===== src/rtl/if_id_hazard_ctrl.sv =====
// if_id_hazard_ctrl: pipeline sequencing controller for the five-stage LC-3b core.
// Decides per cycle which pipeline registers load, when the front end is flushed,
// and when nops are injected into IF/ID or ID/EX. It tracks an indirect-branch
// wait state with a watchdog, and keeps two debug counters.
module if_id_hazard_ctrl #(
  parameter int unsigned IND_TIMEOUT = 8
) (
  input  logic        clk,
  input  logic        reset,
  input  logic        icache_stall,
  input  logic        dcache_stall,
  input  logic        load_use,
  input  logic        mispredict,
  input  logic        indirect_in_id,
  input  logic        indirect_resolved,
  output logic        load_pc,
  output logic        load_if_id,
  output logic        load_id_ex,
  output logic        load_ex_mem,
  output logic        load_mem_wb,
  output logic        flush,
  output logic        branch_stall,
  output logic        bubble_id_ex,
  output logic        ind_timeout,
  output logic [15:0] stall_cycles,
  output logic [7:0]  flush_count
);

  typedef enum logic {
    RUN      = 1'b0,
    IND_WAIT = 1'b1
  } state_t;

  // The wait counter exits IND_WAIT on the cycle it holds this value.
  localparam logic [3:0] WAIT_LAST = 4'(IND_TIMEOUT - 1);

  state_t      state_q, state_d;
  logic        pend_mp_q, pend_mp_d;
  logic [3:0]  wait_cnt_q, wait_cnt_d;
  logic        ind_timeout_q, ind_timeout_d;
  logic [15:0] stall_cycles_q, stall_cycles_d;
  logic [7:0]  flush_count_q, flush_count_d;
  logic        mp;

  // A mispredict seen while frozen is remembered and acted on once the freeze lifts.
  assign mp = mispredict | pend_mp_q;

  // Prioritised hazard resolution: outputs and control-state next values.
  always_comb begin
    load_pc       = 1'b1;
    load_if_id    = 1'b1;
    load_id_ex    = 1'b1;
    load_ex_mem   = 1'b1;
    load_mem_wb   = 1'b1;
    flush         = 1'b0;
    branch_stall  = 1'b0;
    bubble_id_ex  = 1'b0;
    state_d       = state_q;
    pend_mp_d     = pend_mp_q;
    wait_cnt_d    = wait_cnt_q;
    ind_timeout_d = ind_timeout_q;

    if (reset) begin
      load_pc     = 1'b0;
      load_if_id  = 1'b0;
      load_id_ex  = 1'b0;
      load_ex_mem = 1'b0;
      load_mem_wb = 1'b0;
    end else if (dcache_stall) begin
      // Whole pipeline frozen; state and wait counter hold.
      load_pc     = 1'b0;
      load_if_id  = 1'b0;
      load_id_ex  = 1'b0;
      load_ex_mem = 1'b0;
      load_mem_wb = 1'b0;
      pend_mp_d   = pend_mp_q | mispredict;
    end else if (mp) begin
      // Redirect wins over everything else, including a pending indirect.
      flush      = 1'b1;
      pend_mp_d  = 1'b0;
      wait_cnt_d = 4'd0;
      state_d    = RUN;
    end else if (state_q == IND_WAIT) begin
      branch_stall = 1'b1;
      load_pc      = 1'b0;
      wait_cnt_d   = wait_cnt_q + 4'd1;
      if (indirect_resolved) begin
        load_pc      = 1'b1;
        branch_stall = 1'b0;
        state_d      = RUN;
      end else if (wait_cnt_q == WAIT_LAST) begin
        ind_timeout_d = 1'b1;
        state_d       = RUN;
      end
    end else if (load_use) begin
      load_pc      = 1'b0;
      load_if_id   = 1'b0;
      bubble_id_ex = 1'b1;
    end else if (indirect_in_id && !indirect_resolved) begin
      branch_stall = 1'b1;
      load_pc      = 1'b0;
      wait_cnt_d   = 4'd0;
      state_d      = IND_WAIT;
    end else if (icache_stall) begin
      // IF/ID zeroes its own input while the fetch is incomplete.
      load_pc = 1'b0;
    end
  end

  // Debug counters: saturating stall count, wrapping flush count.
  always_comb begin
    stall_cycles_d = stall_cycles_q;
    flush_count_d  = flush_count_q;
    if (!load_pc && !reset && (stall_cycles_q != 16'hFFFF)) begin
      stall_cycles_d = stall_cycles_q + 16'd1;
    end
    if (flush) begin
      flush_count_d = flush_count_q + 8'd1;
    end
  end

  // State register; reset discards any pending mispredict or indirect wait.
  always_ff @(posedge clk) begin
    if (reset) begin
      state_q        <= RUN;
      pend_mp_q      <= 1'b0;
      wait_cnt_q     <= 4'd0;
      ind_timeout_q  <= 1'b0;
      stall_cycles_q <= 16'd0;
      flush_count_q  <= 8'd0;
    end else begin
      state_q        <= state_d;
      pend_mp_q      <= pend_mp_d;
      wait_cnt_q     <= wait_cnt_d;
      ind_timeout_q  <= ind_timeout_d;
      stall_cycles_q <= stall_cycles_d;
      flush_count_q  <= flush_count_d;
    end
  end

  assign ind_timeout  = ind_timeout_q;
  assign stall_cycles = stall_cycles_q;
  assign flush_count  = flush_count_q;

endmodule


===== config.mk =====
export PLATFORM = sky130hd
export DESIGN_NAME = if_id_hazard_ctrl
export DESIGN_NICKNAME = d
export VERILOG_FILES = /design/src/rtl/if_id_hazard_ctrl.sv
export SDC_FILE = /design/constraint.sdc
export NUM_CORES = 1
export LEC_CHECK = 0
export CORE_MARGIN = 1
export CORE_UTILIZATION = 44
export DETAILED_ROUTE_END_ITERATION = 16
export GPL_TIMING_DRIVEN = 1
export PLACE_DENSITY = 0.72
export SETUP_SLACK_MARGIN = 0.2
export SKIP_LAST_GASP = 1
export SLEW_MARGIN = 15
export SYNTH_ARGS = -nofsm -noshare
export SYNTH_HDL_FRONTEND = slang
export SYNTH_SLANG_ARGS = --single-unit

===== constraint.sdc =====
create_clock -name clk -period 1.9 [get_ports clk]
set_input_delay 0.38 -clock clk [delete_from_list [all_inputs] [get_ports clk]]
set_output_delay 0.38 -clock clk [all_outputs]
set_load 0.01 [all_outputs]

==> summary.md <==
| Metric | Value |
|---|---|
| WL/cell | `16.2 µm` |
| Hpwl dp | `2850 µm` |
| Top cells by area, synth | `dfxtp_1, a21oi_1, or4_1` |
| Setup tns final | `-129 ps` |
| Post-synth top flop | `dfxtp_1` |
| Hold_ws | `484 ps` |
| Synth cell types | `40` |
| Mapped Area | `0.00162 mm²` |
| Port-buffer cells | `40` |
| CP top delay family | `buffers and inverters` |
| Leakage | `0.996 nW` |
| Share of cells above drive strength 1 | `42.5%` |
| TritonCTS buffer count | `5` |
| Global-route wire length before repair | `7310 µm` |
| NetSw | `358 µW` |
| Fmax | `0.506 GHz` |
| Comb pwr share | `18.8%` |
| Worst-skew pair later-pin latency | `280 ps` |
| Final hold vios | `0` |
| Worst EP arrival | `2190 ps` |
| Worst Skew | `7.10 ps` |
| Largest fanout on the critical path | `8` |
| Post-synth EDFFs | `0` |
| Worst Hold Class | `flip-flop to flip-flop` |
| Remaining Overflow, GRT | `0` |
| Nets | `278` |
| Status | `complete, but fails checks` |
| CP Capture Type | `flip-flop` |
| Initial antenna violation count | `0` |
| RR Startpoint | `state_q$_SDFFE_PP0N_` |
| GR Util All Layers | `23.1%` |
| Core Footprint | `0.00344 mm²` |
| Tot Pwr | `1.41 mW` |
| Cell repeated most along the worst path | `buf_6` |
| R2R setup slack | `-80 ps` |
| Routed vias/inst | `5.93` |
| GR Util met2 | `40.4%` |
| Sequential power share | `47.8%` |
| Global route hottest layer | `met2` |
| Syn_nets | `204` |
| Final period util | `104%` |
| MaxCap Viol Count | `0` |
| R2R depth | `8` |
| Root buffer cell | `clkbuf_8` |
| DRC | `0` |
| Initial DRT Pass Iterations | `4` |
| Worst-path clk slew | `60 ps` |
| CTS sink count | `31` |
| Initial core utilization | `47.1%` |
| Worst VDD drop | `0.289 mV` |
| Cell-by-cell trace of the critical path | `buf_4, buf_6, a211oi_4, o22ai_4, buf_6, clkbuf_16, or4_1, a21oi_1` |
| Number of fill cells | `213` |
| Final ANT Viol Nets | `0` |
| H-Tree Depth | `2` |
| Die extent in y | `62.7 µm` |
| Grt met1 use | `26.3%` |
| Commonest non-fill, non-tap cell in the layout | `buf_4` |
| Min Tclk post-route | `1980 ps` |
| Syn Inst Count | `193` |
| Worst Tran Pin Value | `466 ps` |
| Hold_sp | `wait_cnt_q[1]$_SDFFE_PP0P_` |
| Worst R2R End | `stall_cycles[14]$_SDFFE_PP0P_` |
| Syn avg cell area | `8.40 µm²` |
| Diode count | `0` |
| Switch share | `25.4%` |
| Overall routed net length | `5050 µm` |
| Worst setup SP type | `flip-flop` |
| Slew Limit Fails | `0` |
| Slew headroom | `68.8%` |
| Worst setup path class | `flip-flop to flip-flop` |
| CTS tree | `yes` |
| Slowest CP cell | `or4_1` |
| Most frequent cells in the layout | `buf_4, clkdlybuf4s50_1, dfxtp_1` |
| Clock power frac | `33.5%` |
| Die area | `0.00393 mm²` |
| Pin count of the biggest net entering global routing | `31` |
| Final setup vio count | `3` |
| FFs w/ async S/R, synth | `0%` |
| Max Root-Sink Buffers | `2` |
| Die width | `62.7 µm` |
| Synth area leader | `dfxtp_1` |
| YS warnings | `0` |
| Critical Path End | `stall_cycles[14]$_SDFFE_PP0P_` |
| Area grow syn2layout | `68.7%` |
| Met3 Usage GRT | `4.56%` |
| Vias | `1850` |
| Part of the Yosys area used for sequential elements | `38.3%` |
| Row count | `21` |
| Crit path buffers/inverters | `4` |
| Top Ports | `41` |
| Pwr/cell area | `515 mW/mm²` |
| Internal power | `1.05 mW` |
| Critical Path Stages | `8` |
| Largest stage delay, worst path | `530 ps` |
| Violated checks | `setup timing` |
| Hold Buf Count CTS | `0` |
| GPL Wtd Cong | `0.897` |
| Synthesized flop and latch total | `31` |
| Vias in the first global route | `1649` |
| RSZ-0062 raised after global routing | `true` |
| First DRT Iteration DRCs | `123` |
| Critical Path Start | `state_q$_SDFFE_PP0N_` |
| Final core occ | `79.5%` |
| Top cell type's share of synthesized area | `38.3%` |
| Fin worst setup slack | `-76.5 ps` |
| Worst path required time | `2120 ps` |
-- synthesized netlist by cell type, drive strengths merged, types with 2 or more instances --
master	count
dfxtp	31
a21oi	21
nor2	12
or4	11
o31ai	10
nand2	9
buf	8
nand3	8
nand4	7
o21ai	7
clkbuf	6
inv	6
or3	6
nor3	5
nor4	5
xnor2	5
and3	3
and4	3
ha	3
nand4b	3
nor2b	3
or3b	3
and2	2
nor3b	2
o211ai	2
or2	2
-- layer usage --
layer,vias to the layer above,wire length [µm]
met3,13,238
met2,65,2590
met1,900,2100
met4,0,120
li1,872,-
met5,-,0
-- how the worst min path moves through the flow --
stage                     cells after the start                         end
final                                         2  wait_cnt_q[1]$_SDFFE_PP0P_
after detailed placement                      2    ind_timeout$_SDFFE_PP0P_
after CTS                                     2  wait_cnt_q[1]$_SDFFE_PP0P_
after global placement                        2    ind_timeout$_SDFFE_PP0P_
after global routing                          2  wait_cnt_q[1]$_SDFFE_PP0P_
after floorplan                               2  wait_cnt_q[1]$_SDFFE_PP0P_
-- cell families after synthesis --
family,after synthesis,synth area share [%]
and+or+nand+nor,85,31.2
AOI/OAI and AO/OA,48,18.6
DFF,31,38.3
buffers and inverters,20,6.02
xor gates and xnor gates,5,2.70
adders and majority gates,3,2.32
muxes,1,0.926
-- sequential cells by signal (all words and copies together), names as in the netlist --
| register | count |
|---|---|
| wait_cnt_q | 4 |
| state_q | 1 |
| ind_timeout | 1 |
| pend_mp_q | 1 |
| flush_count | 8 |
| stall_cycles | 16 |
-- power by group through the flow --
stage | registers [mW] | logic, mW | clock network (mW)
3_5_place_dp | 0.685 | 0.163 | 0
3_3_place_gp | 0.684 | 0.159 | 0
4_1_cts | 0.672 | 0.199 | 0.478
2_1_floorplan | 0.686 | 0.0828 | 0
5_1_grt | 0.674 | 0.280 | 0.500
6_report | 0.673 | 0.264 | 0.471
-- worst reg2reg max path: cells and delay by family, from the launching register on --
family | cells | cell delay (ps)
AND/OR/NAND/NOR | 1 | 530
AO/OA/AOI/OAI | 3 | 490
flip-flops | 1 | 330
buffers and inverters | 4 | 570
-- repair_timing --
item,4_1_cts,5_1_grt
setup buffers,3,12
gates cloned,1,3
gates resized for setup,68,59
endpoints found under the setup margin,32,26
pin swaps,15,30
-- stage by stage --
step	std cells	instance area [µm²]	worst slack, ps
CTS	297	2400	-61.1
global route	312	2740	-116
floorplan	193	1650	7.71
global placement	287	2200	-705
finish	312	2740	-76.5
detailed placement	287	2200	-721
-- area by class of cell --
type	count	area, µm²	area share (%)
clock buffer	6	72.6	2.65
timing repair buffer	81	774	28.3
multi-input combinational	142	1170	42.7
inverter	6	22.5	0.823
tap	46	57.6	2.10
sequential	31	641	23.4
Power figures use the tool's default switching activity.
